$ cat src/rtl/cmul_seq.sv
// rtl/cmul_seq.sv - sequential sign-magnitude complex multiplier (one shared real multiplier over 4 cycles)

module cmul_smag_mul #(
    parameter int N = 8,
    parameter int Q = 6
) (
    input  logic [N-1:0] a,
    input  logic [N-1:0] b,
    output logic [N-1:0] p,
    output logic         ovr
);
    logic [2*N-3:0] full;
    logic [2*N-3:0] shifted;
    logic [N-2:0]   mag;

    // Magnitude is truncated toward zero; an out-of-range result keeps only its low bits.
    assign full    = {{(N-1){1'b0}}, a[N-2:0]} * {{(N-1){1'b0}}, b[N-2:0]};
    assign shifted = full >> Q;
    assign ovr     = |shifted[2*N-3:N-1];
    assign mag     = shifted[N-2:0];
    assign p       = {(a[N-1] ^ b[N-1]) && (mag != '0), mag};
endmodule

module cmul_seq #(
    parameter int N = 8,
    parameter int Q = 6
) (
    input  logic         clk,
    input  logic         rst_n,
    input  logic         i_valid,
    output logic         o_ready,
    input  logic [N-1:0] i_ar,
    input  logic [N-1:0] i_ai,
    input  logic [N-1:0] i_br,
    input  logic [N-1:0] i_bi,
    output logic         o_valid,
    input  logic         i_ready,
    output logic [N-1:0] o_pr,
    output logic [N-1:0] o_pi,
    output logic         o_ovr
);
    localparam int W = N + 2;
    localparam logic [W-1:0] MAX_MAG = W'((1 << (N - 1)) - 1);

    typedef enum logic [1:0] {IDLE, MUL, ADD, OUT} state_t;

    state_t       state_q, state_d;
    logic [1:0]   cnt_q, cnt_d;
    logic [N-1:0] ar_q, ar_d, ai_q, ai_d, br_q, br_d, bi_q, bi_d;
    logic [N-1:0] p_q [4];
    logic [N-1:0] p_d [4];
    logic         ovr_acc_q, ovr_acc_d;
    logic         o_valid_q, o_valid_d;
    logic [N-1:0] o_pr_q, o_pr_d, o_pi_q, o_pi_d;
    logic         o_ovr_q, o_ovr_d;

    logic [N-1:0] mul_a, mul_b, mul_p;
    logic         mul_ovr;
    logic signed [W-1:0] re_sum, im_sum;
    logic [N:0]   re_sm, im_sm;

    function automatic logic signed [W-1:0] to_tc(input logic [N-1:0] v);
        logic signed [W-1:0] m;
        m = signed'({{(W-N+1){1'b0}}, v[N-2:0]});
        return v[N-1] ? -m : m;
    endfunction

    // Returns {saturated, sign, magnitude}; a zero sum is never negative so -0 cannot appear.
    function automatic logic [N:0] to_sm(input logic signed [W-1:0] s);
        logic [W-1:0] mag;
        logic         sat;
        logic [N-2:0] m;
        mag = s[W-1] ? -s : s;
        sat = (mag > MAX_MAG);
        m   = sat ? MAX_MAG[N-2:0] : mag[N-2:0];
        return {sat, s[W-1], m};
    endfunction

    always_comb begin
        mul_a = ar_q;
        mul_b = br_q;
        case (cnt_q)
            2'd0: begin mul_a = ar_q; mul_b = br_q; end
            2'd1: begin mul_a = ai_q; mul_b = bi_q; end
            2'd2: begin mul_a = ar_q; mul_b = bi_q; end
            default: begin mul_a = ai_q; mul_b = br_q; end
        endcase
    end

    cmul_smag_mul #(.N(N), .Q(Q)) u_mul (
        .a   (mul_a),
        .b   (mul_b),
        .p   (mul_p),
        .ovr (mul_ovr)
    );

    assign re_sum = to_tc(p_q[0]) - to_tc(p_q[1]);
    assign im_sum = to_tc(p_q[3]) + to_tc(p_q[2]);
    assign re_sm  = to_sm(re_sum);
    assign im_sm  = to_sm(im_sum);

    always_comb begin
        state_d   = state_q;
        cnt_d     = cnt_q;
        ar_d      = ar_q;
        ai_d      = ai_q;
        br_d      = br_q;
        bi_d      = bi_q;
        p_d       = p_q;
        ovr_acc_d = ovr_acc_q;
        o_valid_d = o_valid_q;
        o_pr_d    = o_pr_q;
        o_pi_d    = o_pi_q;
        o_ovr_d   = o_ovr_q;
        case (state_q)
            IDLE: begin
                if (i_valid) begin
                    ar_d      = i_ar;
                    ai_d      = i_ai;
                    br_d      = i_br;
                    bi_d      = i_bi;
                    ovr_acc_d = 1'b0;
                    cnt_d     = 2'd0;
                    state_d   = MUL;
                end
            end
            MUL: begin
                p_d[cnt_q] = mul_p;
                ovr_acc_d  = ovr_acc_q | mul_ovr;
                cnt_d      = cnt_q + 2'd1;
                if (cnt_q == 2'd3) state_d = ADD;
            end
            ADD: begin
                o_pr_d    = re_sm[N-1:0];
                o_pi_d    = im_sm[N-1:0];
                o_ovr_d   = ovr_acc_q | re_sm[N] | im_sm[N];
                o_valid_d = 1'b1;
                state_d   = OUT;
            end
            default: begin
                if (i_ready) begin
                    o_valid_d = 1'b0;
                    state_d   = IDLE;
                end
            end
        endcase
    end

    always_ff @(posedge clk) begin
        if (!rst_n) begin
            state_q   <= IDLE;
            cnt_q     <= 2'd0;
            ar_q      <= '0;
            ai_q      <= '0;
            br_q      <= '0;
            bi_q      <= '0;
            for (int i = 0; i < 4; i++) p_q[i] <= '0;
            ovr_acc_q <= 1'b0;
            o_valid_q <= 1'b0;
            o_pr_q    <= '0;
            o_pi_q    <= '0;
            o_ovr_q   <= 1'b0;
        end else begin
            state_q   <= state_d;
            cnt_q     <= cnt_d;
            ar_q      <= ar_d;
            ai_q      <= ai_d;
            br_q      <= br_d;
            bi_q      <= bi_d;
            p_q       <= p_d;
            ovr_acc_q <= ovr_acc_d;
            o_valid_q <= o_valid_d;
            o_pr_q    <= o_pr_d;
            o_pi_q    <= o_pi_d;
            o_ovr_q   <= o_ovr_d;
        end
    end

    assign o_ready = (state_q == IDLE);
    assign o_valid = o_valid_q;
    assign o_pr    = o_pr_q;
    assign o_pi    = o_pi_q;
    assign o_ovr   = o_ovr_q;
endmodule

$ cat config.mk
export PLATFORM = sky130hd
export DESIGN_NAME = cmul_seq
export DESIGN_NICKNAME = d
export VERILOG_FILES = /design/src/rtl/cmul_seq.sv
export SDC_FILE = /design/constraint.sdc
export NUM_CORES = 1
export LEC_CHECK = 0
export BUFFER_PORTS_ARGS = -buffer_cell sky130_fd_sc_hd__buf_2
export CAP_MARGIN = 5
export CORE_ASPECT_RATIO = 2
export CORE_MARGIN = 2
export CORE_UTILIZATION = 40
export CTS_BUF_LIST = sky130_fd_sc_hd__clkbuf_4 sky130_fd_sc_hd__clkbuf_8
export DETAILED_ROUTE_END_ITERATION = 16
export GPL_TIMING_DRIVEN = 0
export HOLD_SLACK_MARGIN = 0.05
export PLACE_DENSITY = 0.57
export SETUP_SLACK_MARGIN = 0.3
export SLEW_MARGIN = 20
export SYNTH_ARGS = -nofsm -noshare
export SYNTH_HDL_FRONTEND = slang
export SYNTH_HIERARCHICAL = 1
export SYNTH_SLANG_ARGS = --single-unit
$ cat constraint.sdc
create_clock -name clk -period 6.5 [get_ports clk]
set_input_delay 0.325 -clock clk [delete_from_list [all_inputs] [get_ports clk]]
set_output_delay 0.325 -clock clk [all_outputs]
set_load 0.05 [all_outputs]
After elaboration in Yosys (flattened, before gate mapping)

Cells that the tools add are included.

Add/sub/neg operators: 9
$mul: 1
$lt $le $gt $ge: 4
Equality and inequality tests: 7
Muxes and demuxes: 23
Bitwise logic cells: 6
Reductions and logical operators: 15

Operators by type and width:

| cell                                                                             | count |
|---|---|
| 10-bit 2-to-1 mux                                                                | 6 |
| 7-bit negation with 10-bit output                                                | 4 |
| 32-bit bitwise mux                                                               | 1 |
| 8-bit 2-to-1 mux                                                                 | 3 |
| 10-bit by 7-bit greater-than comparator with 1-bit output, second input constant | 2 |
| 10-bit negation                                                                  | 2 |
| 8-bit demux with 2-bit select                                                    | 1 |
| 7-bit by 7-bit multiplier with 14-bit output                                     | 1 |
| 7-bit 2-to-1 mux                                                                 | 2 |
| 10-bit adder                                                                     | 1 |
| 10-bit subtractor                                                                | 1 |
| 2-bit 2-to-1 mux                                                                 | 4 |
| 7-bit nonzero test                                                               | 1 |
| 2-bit equality test, second input constant                                       | 3 |
| 2-bit case mux with 3 select lines                                               | 1 |
| 2-bit AND reduction                                                              | 3 |
| 2-bit OR reduction                                                               | 3 |
| 2-bit by 1-bit equality test with 1-bit output, second input constant            | 2 |
| 2-bit logical NOT                                                                | 2 |
| 2-bit inequality test, second input constant                                     | 2 |
| 1-bit case mux with 2 select lines                                               | 2 |
| 2-bit case mux with 2 select lines                                               | 1 |
| 2-bit nonzero test                                                               | 2 |
| 4-bit nonzero test                                                               | 1 |
| 10 further kinds                                                                 | 14 |

Register bits after elaboration: 87
Bits of input ports: 36
Output and inout bits: 19
Logic and storage cells: 80

Depth between registers and ports, before layout

Gate-level depths: netlist of run 1.

Depth after elaboration: 8
Gate-level depth with buffers: 24

Modules after synthesis

The synthesis of run 1 kept the hierarchy.

By module, submodules not included:

| module        | instances | cells each | area an instance (um2) | sequential area each (um2) |
|---|---|---|---|---|
| cmul_seq      | 1         | 640        | 5,240.0                | 1,741.7 |
| cmul_smag_mul | 1         | 176        | 1,564.0                | 0.0 |

Least setup slack after synthesis of run 1

No wires, ideal clock.

Path type: reg-to-reg
Start: reg cnt_q[0]
End: reg p_q[15] in the netlist's numbering
Library setup time: 0.076 ns
Data arrival time: 5.662 ns
Setup slack: 0.763 ns
Stages on the path, launching flop included: 25
Cell sequence: dfxtp_1 > inv_1 > ha_1 > clkbuf_1 > nor2_1 > mux2_2 > and2_1 > fa_1 > inv_1 > fa_1 > inv_1 > fa_1 > inv_1 > fa_1 > inv_1 > ha_1 > clkbuf_1 > a21o_1 > a221oi_1 > o21ai_1 > xor2_1 > a311oi_1 > a31oi_1 > nand3_1 > a21boi_0

Longest elaborated chain between the ends: 7
Elaborated cells between the ends (all ways): 18
Classes of those cells: 1 x mul; 2 x order compare; 2 x eq/ne; 5 x mux; 2 x bitwise; 6 x reduce/logical

Ends and longest elaborated chain:

| element                                                         | line | source |
|---|---|---|
| start: declaration                                              | 48   | `logic [1:0] cnt_q, cnt_d;` |
| start signal: assignment                                        | 165  | `cnt_q <= cnt_d;` |
| 2-bit equality test / 2-bit logical NOT (equally long branches) | 82   | `case (cnt_q)` |
| 2-bit OR reduction (no source line) (*)                         | --   |  |
| 8-bit 2-to-1 mux (*)                                            | 82   |  |
| net mul_a[3]                                                    | 57   | `logic [N-1:0] mul_a, mul_b, mul_p;` |
| 7-bit by 7-bit multiplier with 14-bit output (*)                | 17   | `assign full = {{(N-1){1'b0}}, a[N-2:0]} * {{(N-1){1'b0}}, b[N-2:0]};` |
| net mul_p[5]                                                    | 57   |  |
| 7-bit nonzero test (*)                                          | 21   | `assign p = {(a[N-1] ^ b[N-1]) && (mag != '0), mag};` |
| 1-bit logical AND (*)                                           | 21   |  |
| net mul_p[7]                                                    | 57   |  |
| 32-bit bitwise mux (*)                                          | 128  | `p_d[cnt_q] = mul_p;` |
| end signal: assignment                                          | 170  | `p_q <= p_d;` |
| end: declaration                                                | 50   | `logic [N-1:0] p_q [4];` |

The timed path passes the listed nets; every way through them passes the cells marked *.
A chain may end at the register's enable or synchronous reset.

Worst setup path in the final report of run 1

Start: reg cnt_q[0]
End: reg p_q[31] in the netlist's numbering

Longest elaborated chain between the ends: 7
Elaborated cells between the ends (all ways): 18
Classes of those cells: 1 x mul; 2 x order compare; 2 x eq/ne; 5 x mux; 2 x bitwise; 6 x reduce/logical

Ends and longest elaborated chain:

| element                                                         | line |
|---|---|
| 2-bit equality test / 2-bit logical NOT (equally long branches) | 82 |
| 2-bit OR reduction (no source line) (*)                         | -- |
| 8-bit 2-to-1 mux (*)                                            | 82 |
| net mul_a[3]                                                    | 57 |
| 7-bit by 7-bit multiplier with 14-bit output (*)                | 17 |
| 7-bit nonzero test (*)                                          | 21 |
| 1-bit logical AND (*)                                           | 21 |
| net mul_p[7]                                                    | 57 |
| 32-bit bitwise mux (*)                                          | 128 |

Marks and branches as above.

==> metrics.yaml, run 1 <==
run_status:
  status: "finished clean"
logic_synthesis:
  synth_area_um2: 6800
  synth_nets: 939
  synth_area_leader_cell: "dfxtp_1"
  synth_commonest_cells: "nand2_1, dfxtp_1, a21boi_0"
  synth-edff-count: 0
  synth_area_leaders: "dfxtp_1, ha_1, nand2_1"
  synth_cells: 816
  yosysTopAreaCellShare: 0.256
  ys_warn_count: 6
  synth_flop_cell: "dfxtp_1"
  yosysUniqueCellTypes: 66
  yosysMostFrequentCell: "nand2_1"
  synth_seq_cells: 87
  synthArstFlopShare: 0
  syn_avg_cell_area_um2: 8.34
  yosysSeqAreaShare: 0.256
power_and_ir_drop:
  p_clk_frac: 0.221
  vdd_drop_max_uv: 162
  power_frac_seq: 0.309
  power_density_nw_per_um2: 281
  power.internal_mw: 1.22
  p_comb_frac: 0.470
  p_leak_nw: 3.37
  p_sw_frac: 0.436
  p_switching_mw: 0.938
layout:
  diodes: 0
  design_area_um2: 7670
  syn_to_final_growth_pct: 12.7
  fillers: 1693
  multiInputGateArea_um2: 4780
  drive_above_1_share: 0.143
  final_nets: 1008
  instances_no_fill: 1097
  area.sequential_um2: 1740
critical_path:
  arrival_ns: 6.23
  r2r_start: "cnt_q[0]$_SDFFE_PN0P_"
  crit_required_ns: 6.81
  cp_max_fo: 10
  critical_path_class: "register to register"
  crit_slowest_cell: "fa_1"
  rrSetupSlack_ns: 0.58
  r2r_cells: 26
  slowest_delay_ns: 0.53
  startpoint: "cnt_q[0]$_SDFFE_PN0P_"
  crit_top_cell: "inv_1"
  timing.rr.end: "p_q[31]$_SDFFE_PN0P_"
  startpoint_type: "register"
  critPathCaptureType: "register"
routing:
  wl_per_cell_um: 15.6
  ant_nets: 0
  drt-initial-drc-count: 145
  via_per_inst: 5.18
  wl_met3_um: 355
  drt_wl_total_um: 17100
  dr.pass1.iters: 4
  drc: 0
  vias: 5685
  wl_met2_um: 10500
  m1WireLength_um: 5640
  highest_layer: "met4"
sta:
  slew_viol_final: 0
  fmax_ghz: 0.169
  rsz0062_at_grt: "no"
  worstMarginPinSlew_ns: 0.615
  slew_headroom: 0.590
  hold_viol: 0
  finalCriticalPeriod_ns: 5.92
  min_period_over_period: 0.910
  whs_ns: 0.186
  finClkSkew_ns: 0.0129
  setup_viol: 0
global_route:
  grt_max_degree: 15
  grt_pass1_vias: 5926
  grt_pass1_wl_um: 27900
  grt.overflow.total: 0
  gr-usage-all-layers: 0.199
  antenna_found_initial: 0
cts:
  clk_path_buf_depth: 2
  worstSkewPairLatency_ns: 0.38
  cts_tree: "done"
  root_buffer: "clkbuf_8"
  numCtsBuffers: 9
  cts_num_sinks: 87
  clkTransAtPathRegs_ns: 0.09
  h-tree-depth: 3
  cts_hold_buf: 0
worst_hold_path:
  min_path_cells: 3
  holdCritPathClass: "input port to register"
  holdPathEnd: "ar_q[0]$_SDFFE_PN0P_"
  hp-start: "i_ar[0]"
floorplanning:
  die-area_um2: 18100
  die_h_um: 188
  initial_core_util: 0.408
  ios: 55
  core-area_um2: 16700
  die_w_um: 96.2
  rows: 67
placed_design:
  gp_congestion: 0.845
  place_inst: 1076
  portBuffers: 53
  postPlaceCellArea_um2: 7330
  hpwl_um: 14300
run:
  max-cap-violations: 0
area by class of cell:
class / instances / share of cell area
buffer: 34 / 0.0180
tap: 207 / 0.0338
inverter: 50 / 0.0245
sequential: 87 / 0.228
clock buffer: 11 / 0.0181
clock inverter: 5 / 0.0139
multi-input combinational: 645 / 0.623
timing repair buffer: 58 / 0.0411
sequential cells by signal, summed over array words and instances, names as in the netlist:
register   count
bi_q           8
ovr_acc_q      1
p_q           32
br_q           8
cnt_q          2
o_valid        1
o_pi           8
ar_q           8
o_pr           8
state_q        2
o_ovr          1
ai_q           8
critical path, delay by kind of cell, from the launching register on:
kind | cells | cell delay [ns]
DFF | 1 | 0.37
muxes | 1 | 0.42
and+or+nand+nor | 3 | 0.44
AOI/OAI and AO/OA | 6 | 1.15
buffers and inverters | 9 | 0.96
xor gates and xnor gates | 1 | 0.16
adders and majority gates | 6 | 2.36
stage by stage:
| stage | total power [mW] | worst slack [ns] | util | setup TNS, ns |
|---|---|---|---|---|
| 2_1_floorplan | 1.40 | 0.763 | - | 0 |
| 3_3_place_gp | 1.66 | -0.648 | 0.439 | -3.65 |
| 3_5_place_dp | 1.68 | -0.693 | 0.439 | -4.27 |
| 4_1_cts | 2.18 | 0.309 | 0.458 | 0 |
| 5_1_grt | 2.30 | 0.311 | 0.460 | 0 |
| 6_report | 2.15 | 0.584 | 0.460 | 0 |
logic make-up (layout without fill, tap and decap cells):
family | count (synthesis) | in the layout | share of synthesized area
AND/OR/NAND/NOR | 302 | 302 | 0.206
AO/OA/AOI/OAI | 180 | 180 | 0.196
adder cells (fa/ha/maj) | 87 | 87 | 0.188
flip-flops | 87 | 87 | 0.256
buffers and inverters | 84 | 158 | 0.0471
XOR/XNOR | 57 | 57 | 0.0756
multiplexers | 19 | 19 | 0.0316
power groups by stage:
stage	combinational (mW)	clock [mW]	sequential, mW
floorplan	0.607	0	0.796
detailed placement	0.998	0	0.679
global placement	0.988	0	0.676
finish	1.01	0.477	0.665
global route	1.12	0.505	0.680
CTS	1.03	0.490	0.666
cell usage in the layout, fill, tap and decap left out, types with 4 or more instances in the layout:
master,n
clkbuf_1,26
xor2_1,24
o21a_1,5
inv_1,50
dfxtp_1,85
nor2b_1,7
clkbuf_8,9
a21o_1,10
fa_1,25
a21boi_0,68
o31ai_1,5
o21ai_0,26
buf_2,59
nand2b_1,5
nand3b_1,5
nand3_1,39
mux2_2,16
ha_1,62
nor2_1,27
xnor2_1,30
buf_4,4
a21oi_1,10
and2_1,35
o31a_1,4
nand2_1,156
a31oi_1,18
nor3_1,6
per-layer routing:
layer / GRT usage / up-vias
met5: 0 / -
met3: 0.0188 / 39
met4: 0.0934 / 0
li1: - / 2917
met2: 0.418 / 84
met1: 0.173 / 2645
worst max path at each step:
stage / to / cells after the start / slack (ns)
after floorplan: p_q[15]$_SDFFE_PN0P_ / 24 / 0.76
after global placement: p_q[31]$_SDFFE_PN0P_ / 24 / -0.65
after detailed placement: p_q[7]$_SDFFE_PN0P_ / 24 / -0.69
after CTS: p_q[7]$_SDFFE_PN0P_ / 26 / 0.31
after global routing: p_q[23]$_SDFFE_PN0P_ / 26 / 0.31
final: p_q[31]$_SDFFE_PN0P_ / 26 / 0.58
timing repair:
action	CTS	global route
resized for setup	6	10
pin swaps	4	1
buffers inserted	4	1
setup endpoints to repair	29	15
No activity file was read; power rests on OpenSTA's default activity.
==> inputs of run 2 (changes only) <==
CORE_UTILIZATION = 55   (was 40)
PLACE_DENSITY = 0.77   (was 0.57)
clock period = 7.2 ns   (was 6.5 ns; I/O delays follow)
==> run 2 against run 1 <==
Effect of this change: hold slack improved by 0.042 ns; global-route usage up 4.3 points; final area is 2.8% lower.
==> metrics.yaml, run 2 (synthesis results as in run 1) <==
layout:
  fillers: 1143  # -32%
  multiInputGateArea_um2: 4760  # -0.29%
  top_register: "p_q"
  final_cell_mix: "nand2_1, dfxtp_1, a21boi_0"
  drive_above_1_share: 0.128  # -0.0150
  final_nets: 1003  # -0.50%
  largest_reg_flops: 32  # unchanged
  syn_to_final_growth_pct: 9.54
  mostFrequentLayoutCell: "nand2_1"
  area.sequential_um2: 1740  # -0.14%
  diodes: 0  # unchanged
  instances_no_fill: 1032  # -5.9%
routing:
  drt-initial-drc-count: 182  # +26%
  drc: 0  # unchanged
  via_per_inst: 5.53  # +6.7%
  ant_nets: 0  # unchanged
  vias: 5707  # +0.39%
  wl_per_cell_um: 14.5  # -7.0%
  dr.pass1.iters: 4  # unchanged
  drt_wl_total_um: 14900  # -13%
cts:
  worstSkewPairLatency_ns: 0.37  # about the same
  cts_hold_buf: 0  # unchanged
  post-cts-setup-buffers: 0  # -4
  clkTransAtPathRegs_ns: 0.10  # about the same
  clk_path_buf_depth: 2  # unchanged
  cts_tree: "done"
  h-tree-depth: 3  # unchanged
  root_buffer: "clkbuf_8"
  numCtsBuffers: 9  # unchanged
  cts_num_sinks: 87  # unchanged
power_and_ir_drop:
  total_power_mw: 1.79  # -17%
  p_sw_frac: 0.459  # +0.0232
  vdd_drop_max_uv: 229  # +42%
  p_switching_mw: 0.823  # -12%
  power_frac_seq: 0.334  # +0.025
  p_leak_nw: 3.29  # -2.4%
  power.internal_mw: 0.970  # -20%
  p_comb_frac: 0.489  # +0.019
  p_clk_frac: 0.177  # -0.044
  power_density_nw_per_um2: 241  # -14%
sta:
  setup_viol: 0  # unchanged
  rsz0062_at_grt: "no"
  finalCriticalPeriod_ns: 6.41  # +0.493 ns
  finClkSkew_ns: 0.0145  # +0.00164 ns
  slew_viol_final: 0  # unchanged
  layout_setup_ws_ns: 0.791  # +0.207 ns
  hold_viol: 0  # unchanged
  slew_headroom: 0.651  # +0.0609
  fmax_ghz: 0.156  # -7.7%
  min_period_over_period: 0.890  # -0.0200
  setup_tns_ns: 0  # unchanged
  worstMarginPinSlew_ns: 0.524  # -0.0913 ns
placed_design:
  gp_congestion: 0.890  # +5.4%
  portBuffers: 53  # unchanged
  dpl_worst_slack_ns: 0.309  # +1.00 ns
  hpwl_um: 12500  # -12%
  place_inst: 1016  # -5.6%
floorplanning:
  core-area_um2: 12100  # -27%
  die_w_um: 82.6  # -14%
  ios: 55  # unchanged
  initial_core_util: 0.561  # +0.153
  rows: 57  # -15%
  die_h_um: 161  # -14%
  die-area_um2: 13300  # -26%
critical_path:
  critical_path_class: "register to register"
  rrSetupSlack_ns: 0.79  # +0.21 ns
  startpoint_type: "register"
  r2r_cells: 24  # -7.7%
  crit_required_ns: 7.50  # +0.69 ns
  startpoint: "cnt_q[0]$_SDFFE_PN0P_"
  cp_max_fo: 10  # unchanged
  crit_end: "p_q[15]$_SDFFE_PN0P_"
  r2r_start: "cnt_q[0]$_SDFFE_PN0P_"
  critPathCaptureType: "register"
  timing.rr.end: "p_q[15]$_SDFFE_PN0P_"
  arrival_ns: 6.71  # +0.48 ns
worst_hold_path:
  holdCritPathClass: "input port to register"
global_route:
  grt_pass1_wl_um: 25100  # -9.7%
  gr-usage-all-layers: 0.243  # +0.0431
  antenna_found_initial: 0  # unchanged
  grt.overflow.total: 0  # unchanged
  grt_max_degree: 17  # +2
  grt_pass1_vias: 5795  # -2.2%
run:
  max-cap-violations: 0  # unchanged
run_status:
  status: "finished clean"
## run 2: cell types whose count changed in the layout (fill, tap and decap cells not counted), moves of 2 or more
cell       delta
buf_2         -2
buf_4         -4
bufinv_16     -3
clkbuf_1      +3
clkbuf_2      -2
clkbuf_4      -2
dfxtp_1       +2
dfxtp_2       -2
inv_6         +2
## run 2: cell type report
cell class / instances / area share
buffer: 34 / 0.0178
clock buffer: 9 / 0.0166
clock inverter: 7 / 0.00739
inverter: 50 / 0.0252
multi-input combinational: 645 / 0.639
sequential: 87 / 0.234
tap: 147 / 0.0247
timing repair buffer: 53 / 0.0356
## run 2: power groups by stage
stage / Sequential (mW) / Clock (mW) / Combinational (mW)
after CTS: 0.599 / 0.323 / 0.875
after detailed placement: 0.611 / 0 / 0.872
after floorplan: 0.719 / 0 / 0.548
after global placement: 0.608 / 0 / 0.859
final: 0.599 / 0.318 / 0.877
after global routing: 0.614 / 0.345 / 0.971
## run 2: worst min-delay path by stage
stage               depth (start not counted)                  from              endpoint  slack, ns
finish                                      3               i_ar[3]  ar_q[3]$_SDFFE_PN0P_       0.23
global route                                3               i_ar[3]  ar_q[3]$_SDFFE_PN0P_       0.23
CTS                                         3               i_ar[3]  ar_q[3]$_SDFFE_PN0P_       0.21
detailed placement                          2  bi_q[5]$_SDFFE_PN0P_  bi_q[5]$_SDFFE_PN0P_       0.45
global placement                            2  ai_q[7]$_SDFFE_PN0P_  ai_q[7]$_SDFFE_PN0P_       0.45
floorplan                                   2  ai_q[0]$_SDFFE_PN0P_  ai_q[0]$_SDFFE_PN0P_       0.44
## run 2: layer usage
layer  track usage  vias to the layer above  wire [µm]
met4         0.124                        0        593
li1              -                     2901          -
met3        0.0313                       44        326
met5             0                        -          0
met1         0.212                     2648       4990
met2         0.492                      114       9010
## run 2: what timing repair did
action | 4_1_cts | 5_1_grt
hold endpoints to repair | 0 | 0
resized for setup | 0 | 4
endpoints found under the setup margin | 0 | 4
## run 2: stage by stage
step | hold WS, ns | instance area [µm²] | utilization
after floorplan | 0.440 | 6800 | -
after global placement | 0.447 | 7250 | 0.598
after detailed placement | 0.453 | 7250 | 0.598
after CTS | 0.215 | 7430 | 0.613
after global routing | 0.227 | 7450 | 0.615
final | 0.228 | 7450 | 0.615
## run 2: critical path: stages, from the launching register on
cell	delay, ns
dfxtp_1	0.40
inv_1	0.10
ha_1	0.21
clkbuf_1	0.23
nor2_4	0.30
mux2_2	0.47
and2_1	0.21
fa_1	0.55
inv_1	0.06
fa_1	0.48
inv_1	0.05
fa_1	0.55
inv_1	0.06
fa_1	0.41
inv_1	0.07
ha_1	0.22
clkbuf_1	0.20
a21o_1	0.22
a221oi_1	0.22
o21ai_1	0.16
xor2_2	0.37
a311oi_1	0.14
a31oi_2	0.34
nand3_1	0.13
a21boi_0	0.17
==> inputs of run 3 (changes only) <==
CORE_MARGIN = 4   (was 2)
==> run 3 against run 2 <==
Effect of this change: die area increased by 7.4%; non-clock buffer count unchanged; worst setup slack improved by 0.018 ns; final area increased by 0.54%; maximum frequency increased by 0.28%; first-iteration DRC count increased by 5.5%; clock skew decreased by 0.0030 ns; critical path depth unchanged; critical path type unchanged.
==> metrics.yaml, run 3 (synthesis results as in run 1) <==
cts:
  cts_num_sinks: 87  # unchanged
  root_buffer: "clkbuf_8"
  clkTransAtPathRegs_ns: 0.10  # about the same
  numCtsBuffers: 9  # unchanged
  clk_path_buf_depth: 2  # unchanged
  cts_tree: "done"
  h-tree-depth: 3  # unchanged
  worstSkewPairLatency_ns: 0.37  # about the same
  post-cts-setup-buffers: 0  # unchanged
run:
  max-cap-violations: 0  # unchanged
sta:
  finalCriticalPeriod_ns: 6.39  # -0.0176 ns
  layout_setup_ws_ns: 0.809  # +0.0176 ns
  min_period_over_period: 0.888  # -0.00245
  setup_tns_ns: 0  # unchanged
  fmax_ghz: 0.156  # +0.28%
  hold_viol: 0  # unchanged
  slew_viol_final: 0  # unchanged
  finClkSkew_ns: 0.0114  # -0.00305 ns
  whs_ns: 0.220  # -0.00822 ns
  rsz0062_at_grt: "no"
  slew_headroom: 0.632  # -0.0187
  worstMarginPinSlew_ns: 0.546  # +0.0223 ns
  setup_viol: 0  # unchanged
global_route:
  grt.overflow.total: 0  # unchanged
  grt_util_met3: 0.0263  # -0.00497
  gr-usage-all-layers: 0.223  # -0.0195
  met1_usage: 0.192  # -0.0205
  busiest_layer: "met2"
  grt_pass1_wl_um: 25400  # +0.96%
  grt_max_degree: 16  # -1
  gr-usage-met2: 0.468  # -0.0240
  grt_pass1_vias: 5791  # -0.069%
  antenna_found_initial: 0  # unchanged
floorplanning:
  core-area_um2: 12100  # unchanged
  rows: 57  # unchanged
  die_h_um: 165  # +2.5%
  ios: 55  # unchanged
  die_w_um: 86.6  # +4.8%
  initial_core_util: 0.561  # unchanged
  die-area_um2: 14300  # +7.4%
critical_path:
  rrSetupSlack_ns: 0.81  # +0.02 ns
  critical_path_class: "register to register"
  critPathCaptureType: "register"
  arrival_ns: 6.69  # -0.02 ns
  startpoint_type: "register"
  crit_required_ns: 7.50  # about the same
  cp_max_fo: 10  # unchanged
power_and_ir_drop:
  p_leak_nw: 3.32  # +0.73%
  vdd_drop_max_uv: 199  # -13%
  power_density_nw_per_um2: 249  # +3.4%
  total_power_mw: 1.86  # +3.9%
layout:
  fillers: 1151  # +0.70%
  mostFrequentLayoutCell: "nand2_1"
  syn_to_final_growth_pct: 10.1
  top_register: "p_q"
  utilization: 0.618  # +0.00330
  drive_above_1_share: 0.127  # -0.00113
  largest_reg_flops: 32  # unchanged
  instances_no_fill: 1032  # unchanged
  final_nets: 1003  # unchanged
  final_cell_mix: "nand2_1, dfxtp_1, a21boi_0"
  design_area_um2: 7490  # +0.54%
  diodes: 0  # unchanged
routing:
  wl_per_cell_um: 14.8  # +2.7%
  drc: 0  # unchanged
  ant_nets: 0  # unchanged
  via_per_inst: 5.53  # about the same
  dr.pass1.iters: 4  # unchanged
  drt_wl_total_um: 15300  # +2.7%
  drt-initial-drc-count: 192  # +5.5%
  vias: 5711  # +0.070%
placed_design:
  postPlaceCellArea_um2: 7250  # unchanged
  place_inst: 1016  # unchanged
  hpwl_um: 12700  # +1.1%
  gp_congestion: 0.926  # +4.0%
  dpl_worst_slack_ns: 0.389  # +0.0795 ns
  portBuffers: 53  # unchanged
worst_hold_path:
  holdCritPathClass: "input port to register"
run_status:
  status: "finished clean"
-- run 3: timing repair --
action                                  CTS  global route
hold buffers                              0             0
resized for setup                         0             3
endpoints found under the setup margin    0             5
-- run 3: area by class of cell --
cell class                 count  area (µm²)  share of cell area
buffer                        34         133              0.0177
inverter                      50         188              0.0250
sequential                    87        1740               0.232
multi-input combinational    645        4760               0.635
clock inverter                 6        93.8              0.0125
clock buffer                  10         131              0.0175
tap                          147         184              0.0245
timing repair buffer          53         265              0.0354
-- run 3: worst max-delay path: stages (launching register included) --
cell and delay [ns]:
dfxtp_1 0.40, inv_1 0.10, ha_1 0.19, buf_1 0.24
nor2_4 0.29, mux2_2 0.47, and2_1 0.21, fa_1 0.54
inv_1 0.05, fa_1 0.47, inv_1 0.05, fa_1 0.54
inv_1 0.06, fa_1 0.41, inv_1 0.06, ha_1 0.22
clkbuf_1 0.22, a21o_1 0.23, a221oi_1 0.24, o21ai_1 0.17
xor2_2 0.34, a311oi_1 0.11, a31oi_1 0.38, nand3_1 0.15
a21boi_0 0.18
-- run 3: path summary, 6_finish.rpt --
check	startpoint	end	cells past startpoint
worst max-delay path	cnt_q[0]$_SDFFE_PN0P_	p_q[15]$_SDFFE_PN0P_	24
worst min-delay path	i_ai[6]	ai_q[6]$_SDFFE_PN0P_	3
worst max register to register	cnt_q[0]$_SDFFE_PN0P_	p_q[15]$_SDFFE_PN0P_	24
worst min register to register	ai_q[2]$_SDFFE_PN0P_	ai_q[2]$_SDFFE_PN0P_	2
-- run 3: layer usage --
metal | vias to the layer above | wire length (µm)
li1 | 2915 | -
met1 | 2641 | 5250
met2 | 113 | 9050
met3 | 42 | 428
met4 | 0 | 590
met5 | - | 0
-- run 3: power breakdown --
part | internal (mW) | switching (mW)
registers | 0.560 | 0.0391
clock network | 0.202 | 0.189
logic | 0.282 | 0.592
